--- src/rtl/bpu_res_queue_pkg.sv ---
// Shared sizing constants for the branch resolution queue.
// DEPTH must stay a power of two so tag arithmetic wraps naturally.
package bpu_res_queue_pkg;

    localparam int unsigned BPU_RQ_DEPTH = 8;
    localparam int unsigned BPU_RQ_HLEN  = 4;

endpackage

--- src/rtl/bpu_res_queue.sv ---
// In-flight branch tracker: fetch allocates by tag, the branch unit resolves out of order,
// and resolved entries retire in order as registered predictor updates.
module bpu_res_queue
    import bpu_res_queue_pkg::*;
#(
    parameter int unsigned DEPTH = BPU_RQ_DEPTH,
    parameter int unsigned HLEN  = BPU_RQ_HLEN,
    localparam int unsigned TAGW = $clog2(DEPTH)
) (
    input  logic            clk_i,
    input  logic            rst_i,
    input  logic            flush_i,
    input  logic            pred_valid_i,
    output logic            pred_ready_o,
    input  logic [HLEN-1:0] pred_hist_i,
    input  logic            pred_taken_i,
    output logic [TAGW-1:0] pred_tag_o,
    input  logic            res_valid_i,
    input  logic [TAGW-1:0] res_tag_i,
    input  logic            res_taken_i,
    output logic            mispred_o,
    output logic [TAGW-1:0] mispred_tag_o,
    output logic            upd_valid_o,
    output logic            upd_taken_o,
    output logic [HLEN-1:0] upd_hist_o
);

    typedef struct packed {
        logic            resolved;
        logic [HLEN-1:0] hist;
        logic            pred_taken;
        logic            act_taken;
    } entry_t;

    localparam logic [TAGW:0] FULL_CNT = (TAGW+1)'(DEPTH);

    logic [TAGW-1:0]  head_q, head_d;
    logic [TAGW-1:0]  tail_q, tail_d;
    logic [TAGW:0]    count_q, count_d;
    logic [DEPTH-1:0] valid_q, valid_d;
    entry_t           ent_q [DEPTH];
    entry_t           ent_d [DEPTH];

    logic            upd_valid_q, upd_taken_q;
    logic [HLEN-1:0] upd_hist_q;
    logic            mispred_q;
    logic [TAGW-1:0] mispred_tag_q;

    logic            res_hit, mispredict, retire, alloc;
    logic [TAGW-1:0] res_age;

    assign res_hit    = res_valid_i && valid_q[res_tag_i] && !ent_q[res_tag_i].resolved;
    assign mispredict = res_hit && (res_taken_i != ent_q[res_tag_i].pred_taken);
    assign retire     = valid_q[head_q] && ent_q[head_q].resolved;
    // Ages are measured from head so wrap-around needs no special casing.
    assign res_age    = res_tag_i - head_q;

    assign pred_ready_o = (count_q != FULL_CNT) && !mispredict && !flush_i;
    assign alloc        = pred_valid_i && pred_ready_o;
    assign pred_tag_o   = tail_q;

    always_comb begin
        head_d  = head_q;
        tail_d  = tail_q;
        count_d = count_q;
        valid_d = valid_q;
        for (int i = 0; i < DEPTH; i++) begin
            ent_d[i] = ent_q[i];
        end

        if (res_hit) begin
            ent_d[res_tag_i].resolved  = 1'b1;
            ent_d[res_tag_i].act_taken = res_taken_i;
        end

        if (mispredict) begin
            // Squash everything younger than the mispredicted branch.
            for (int i = 0; i < DEPTH; i++) begin
                if (TAGW'(i) - head_q > res_age) begin
                    valid_d[i] = 1'b0;
                end
            end
            tail_d  = res_tag_i + TAGW'(1);
            count_d = (TAGW+1)'(res_age) + (TAGW+1)'(1) - (TAGW+1)'(retire);
        end else begin
            count_d = count_q + (TAGW+1)'(alloc) - (TAGW+1)'(retire);
        end

        if (retire) begin
            valid_d[head_q]        = 1'b0;
            ent_d[head_q].resolved = 1'b0;
            head_d                 = head_q + TAGW'(1);
        end

        if (alloc) begin
            valid_d[tail_q] = 1'b1;
            ent_d[tail_q]   = '{resolved: 1'b0, hist: pred_hist_i,
                                pred_taken: pred_taken_i, act_taken: 1'b0};
            tail_d          = tail_q + TAGW'(1);
        end
    end

    always_ff @(posedge clk_i) begin
        if (rst_i || flush_i) begin
            head_q        <= '0;
            tail_q        <= '0;
            count_q       <= '0;
            valid_q       <= '0;
            for (int i = 0; i < DEPTH; i++) begin
                ent_q[i] <= '0;
            end
            upd_valid_q   <= 1'b0;
            upd_taken_q   <= 1'b0;
            upd_hist_q    <= '0;
            mispred_q     <= 1'b0;
            mispred_tag_q <= '0;
        end else begin
            head_q  <= head_d;
            tail_q  <= tail_d;
            count_q <= count_d;
            valid_q <= valid_d;
            for (int i = 0; i < DEPTH; i++) begin
                ent_q[i] <= ent_d[i];
            end
            upd_valid_q <= retire;
            if (retire) begin
                upd_taken_q <= ent_q[head_q].act_taken;
                upd_hist_q  <= ent_q[head_q].hist;
            end
            mispred_q <= mispredict;
            if (mispredict) begin
                mispred_tag_q <= res_tag_i;
            end
        end
    end

    assign upd_valid_o   = upd_valid_q;
    assign upd_taken_o   = upd_taken_q;
    assign upd_hist_o    = upd_hist_q;
    assign mispred_o     = mispred_q;
    assign mispred_tag_o = mispred_tag_q;

    // A resolution must target a live, still-unresolved entry.
    assert property (@(posedge clk_i) disable iff (rst_i || flush_i) res_valid_i |-> res_hit)
        else $error("resolution of stale or already-resolved tag %0d", res_tag_i);

endmodule

--- config.mk ---
export PLATFORM = sky130hd
export DESIGN_NAME = bpu_res_queue
export DESIGN_NICKNAME = d
export VERILOG_FILES = /design/src/rtl/bpu_res_queue_pkg.sv /design/src/rtl/bpu_res_queue.sv
export SDC_FILE = /design/constraint.sdc
export NUM_CORES = 1
export LEC_CHECK = 0
export ABC_CLOCK_PERIOD_IN_PS = 4600
export CELL_PAD_IN_SITES_DETAIL_PLACEMENT = 0
export CELL_PAD_IN_SITES_GLOBAL_PLACEMENT = 2
export CORE_UTILIZATION = 38
export CTS_CLUSTER_SIZE = 24
export DETAILED_ROUTE_END_ITERATION = 16
export PLACE_DENSITY_LB_ADDON = 0.1
export RECOVER_POWER = 25
export SYNTH_ARGS = -nofsm -noshare
export SYNTH_HDL_FRONTEND = slang
export SYNTH_SLANG_ARGS = --single-unit
--- constraint.sdc ---
create_clock -name clk_i -period 4.6 [get_ports clk_i]
set_clock_uncertainty 0.2 [all_clocks]
set_input_delay 1.15 -clock clk_i [delete_from_list [all_inputs] [get_ports clk_i]]
set_output_delay 1.15 -clock clk_i [all_outputs]
set_load 0.02 [all_outputs]
# Yosys cells after proc, flatten, opt, wreduce, memory -nomap -nowiden
# Memories as Yosys holds them, arrays and structs flattened. A register that Yosys moved wholly into a read port is not among the register bits.
# Cells that the tools add are included.
# totals
mem_bits_rw	56
n_memories	1
in_bits	14
word_cells	128
ff_bits	28
# memory_table
memory	depth	word_bits	read_ports	rd_clocked_by_memory_dff	write_ports	line_no	source
ent_q	8	7	10	1	8	bpu_res_queue.sv:41	entry_t ent_q [DEPTH];
# classes
n_addsub	16
n_bitwise	14
eq_ne	2
order_cmp	19
reduce_logical	17
n_mux	50
# op_table
cell	n
bitwise mux 56 bit	4
two-way mux 56 bit	3
demux 7 bit (select 3 bit)	4
two-way mux 7 bit	11
> comparator 3 bit	8
two-way mux 8 bit	3
two-way mux 1 bit	16
greater-or-equal comparator 4 bit (second input constant)	3
logical AND 1 bit	12
less-than comparator 3 x 4 -> 1 bit (second input constant)	3
less-than comparator 4 x 1 -> 1 bit (second input constant)	3
two-way mux 3 bit	4
NOT 3 -> 4 bit	3
subtractor 3 bit (first input constant)	4
adder 3 x 1 -> 3 bit (second input constant)	3
bitwise AND 8 bit	1
NOT 8 bit	1
OR 1 bit	8
OR 8 bit	1
subtractor 4 x 1 -> 4 bit	2
binary-select mux 1 bit (select 3 bit)	2
demux 1 bit (select 3 bit)	2
greater-or-equal comparator 3 x 1 -> 1 bit (second input constant)	2
subtractor 1 x 3 -> 3 bit (first input constant)	2
10 further kinds	13

# Longest topological paths before layout
# depth
ltp_word	13
depth_mapped	16
depth_no_buf	13

# Worst setup path before layout
# OpenSTA, ideal clock, no wires.
# synth_path
kind	input to output
startpoint	input port res_tag_i[2]
endpoint	output port pred_ready_o
path_stages	8
required_ps	3250
path_buffers	3
path_slack_ps	410
t_arrival_ps	2840
path_cell_list	buf_2 mux4_2 mux2i_1 o211ai_2 o21ba_4 buf_6 buf_2 nor2_1
# synth_via
elab_chain_cells	8
elab_cells_between_ends	11
# synth_lines
item	line_no	source
start: declaration	bpu_res_queue.sv:19	input logic [TAGW-1:0] res_tag_i,
binary-select mux 1 bit (select 3 bit)	bpu_res_queue.sv:52	assign res_hit = res_valid_i && valid_q[res_tag_i] && !ent_q[res_tag_i].resolved;
two-way mux 1 bit (implied by the code)	bpu_res_queue.sv:52	
logical AND 1 bit (2 in a row)	bpu_res_queue.sv:52	
logical AND 1 bit *	bpu_res_queue.sv:53	assign mispredict = res_hit && (res_taken_i != ent_q[res_tag_i].pred_taken);
logical NOT 1 bit *	bpu_res_queue.sv:58	assign pred_ready_o = (count_q != FULL_CNT) && !mispredict && !flush_i;
logical AND 1 bit * (2 in a row)	bpu_res_queue.sv:58	
end: declaration	bpu_res_queue.sv:14	output logic pred_ready_o,
# Every way passes the cells marked *; elsewhere a longest branch is shown, timed or not. The select of a mux whose other input is x is not followed.

# Worst setup path after layout
# layout_path
startpoint	input port res_tag_i[0]
endpoint	output port pred_ready_o
# The elaborated chain is that of the path after synthesis.

==> flow_summary.toml <==
[cts]
h-tree-depth = 3
clk_pin_slew_worst_paths_ps = 60
clock_sinks = 87
hold_buffers = 0
clock_latency_ps = 350
cts_tree = "built"
cts_root_buf = "clkbuf_16"
clockBufferDepth = 2
cts_made_buffers = 9

[sta]
fin_crit_sh_pct = 96.70
clock.fmax_mhz = 224.8
finalHoldViolations = 0
fin_setup_tns_ps = 0
slew-limit-headroom_pct = -73.98
worst_slew_pin_slew_ps = 2610
rsz0062_at_grt = "no"
slew_viol_final = 42
finalSetupViolations = 0
period_needed_ps = 4448

[layout]
fillers = 1219
diodes = 0
area_delta_synth_final_pct = 19.68
drive_above_1_share_pct = 15.04
nets = 601

[routing]
dr_total_vias = 3986
finalWirelength_mm = 14.02
viasPerCell = 5.438
dr.pass1.iters = 5
wl_per_cell_um = 19.12
drtIter0Drc = 239
drc = 0
antenna_left = 0

[floorplan]
die-area_um2 = 12930
die_x_um = 113.7
start_util_pct = 39.16
rows = 40
io_pins = 28
core_region_area_um2 = 12110
die_y_um = 113.7

[setup_path]
startpoint_type = "input port"
rrSetupSlack_ps = 1290
crit_path_end_kind = "output port"
critical_path_required_ps = 3250
path_cells = "clkdlybuf4s50_1 -> or4bb_1 -> o211ai_1 -> o211ai_2 -> o21ba_4 -> nor2_1 -> dlygate4sd2_1"
max_stage_delay_ps = 540
crit_type = "input port to output port"
arrival_ps = 3100
worst-path-max-fanout = 6
slowest_stage = "or4bb_1"

[pwr]
power.density_nw_per_um2 = 288.4
irDropWorstVdd_uv = 198.5
total_leakage_power_nw = 2.085
p_total_mw = 1.637

[min_path]
hp-class = "register to register"

[synthesis]
syn_avg_cell_area_um2 = 9.175
synth.distinct_cells = 54
synthArstFlopShare_pct = 0
synth_cells = 517
synth_compound_area_share_pct = 15.59
synthFlopType = "dfxtp_1"
syn-cell-area_um2 = 4743
synth-seq-cells = 87
yosysSeqAreaShare_pct = 36.72
synth_top_family_by_area = "multiplexers"
synth_edf_count = 0
synth_mux_area_share_pct = 17.07
synthSimpleGateAreaFrac_pct = 16.22
yosys_warnings = 0
synth_nets = 558
synth_fa_ha_area_share_pct = 7.650
synth-xor-area-share_pct = 2.031

[placed_design]
gp_congestion = 0.8389
place_hpwl_mm = 9.973
numPortBuffers = 27

[status]
violations = "max-capacitance violations, max-slew violations"
status = "finished, violations left"

[job]
cap_violations = 1

[global_route]
grt_pass1_wl_mm = 22.38
antenna_found_initial = 0
grt_pass1_vias = 3861
grt_max_degree = 48
grtUsageTotal_pct = 23.49
grt_overflow = 0
## cells in the mapped netlist, drive strengths merged, types with 5 or more instances
cell     count  area (um^2)
o21ai       29        145.1
clkbuf      18        67.56
nor4         6        52.55
nand2       56        210.2
buf         14        73.82
a211oi       8        60.06
a21o         5        37.54
a2111oi      5        43.79
dfxtp       87         1742
nand3       26        130.1
mux2i       40        400.4
mux4        16        360.4
nor2        31        116.4
inv         22        82.58
a21oi       46        230.2
nor3        14        70.07
xnor2        8        70.07
ha          25        312.8
## stage by stage
step                utilization (%)  instance area [um^2]  hold slack (ps)  cells  setup slack (ps)
detailed placement            44.41                  5379            250.7    717            -237.9
CTS                           46.89                  5679            262.7    733             155.1
global placement              44.41                  5379            241.3    717            -253.2
floorplan                         -                  4743            231.6    517             409.8
finish                        46.87                  5677            254.9    733             152.0
global route                  46.87                  5677            276.8    733             81.84
## kinds of logic after synthesis
group                      count (synthesis)
xor gates and xnor gates                  11
buffers and inverters                     54
and+or+nand+nor                          160
AOI/OAI and AO/OA                        117
adders and majority gates                 28
muxes                                     60
DFF                                       87
## worst paths after layout
path,endpoint,from,depth (start not counted)
worst min-delay path,mispred_tag_o[0],mispred_tag_o[0],2
worst min register to register,mispred_tag_o[0],mispred_tag_o[0],2
worst max-delay path,pred_ready_o,res_tag_i[0],7
worst max register to register,valid_q[5],head_q[0],10
## layout make-up
class	count	area [um^2]	area share, %
Tap cell	168	210.2	3.703
Clock inverter	4	53.80	0.9478
Multi-Input combinational cell	376	2796	49.26
Sequential cell	87	1742	30.68
Inverter	22	82.58	1.455
Clock buffer	12	246.5	4.342
Timing Repair Buffer	64	545.5	9.610
## per-layer routing
metal	part of all wire [%]	vias up	GRT usage, %
met5	0	-	0
met2	45	104	34.76
met3	5.6	21	4.145
li1	-	1961	-
met1	48	1900	33.77
met4	2.3	0	9.386
## placed cells by master, fill, tap and decap left out, types with 4 or more instances in the layout
cell type and count:
a21o_1 5, clkbuf_16 9, inv_1 22, a2111oi_0 5, clkdlybuf4s50_1 10, nor2b_1 4
nand3_1 26, o21ai_0 29, mux2i_1 40, buf_4 35, dfxtp_1 87, mux4_2 16
dlygate4sd3_1 14, nor2_1 30, nand2_1 56, ha_1 25, xnor2_1 8, nor3_1 13
and2_1 4, a211oi_1 8, a21oi_1 46, nor4_1 5
## where the power goes
group	switching (mW)	internal, mW
combinational	0.0735	0.0506
clock	0.315	0.438
sequential	0.00310	0.756
total	0.392	1.25
## worst max-delay path: cells and delay by family
kind                   cells  cell delay [ps]
AND/OR/NAND/NOR            2              580
buffers and inverters      2              850
AO/OA/AOI/OAI              3              510
## timing repair
action | CTS | global route
gates resized for setup | 4 | 0
setup endpoints to repair | 1 | 0
hold endpoints to repair | 0 | 0
setup buffers | 0 | 0
## flip-flops by register name, indices dropped and copies added, names as in the netlist, named ones only
signal / cells
count_q: 4
ent_q: 56
head_q: 3
mispred_o: 1
mispred_tag_o: 3
pred_tag_o: 3
upd_hist_o: 4
upd_taken_o: 1
upd_valid_o: 1
valid_q: 8
(Power assumes the default switching activity.)
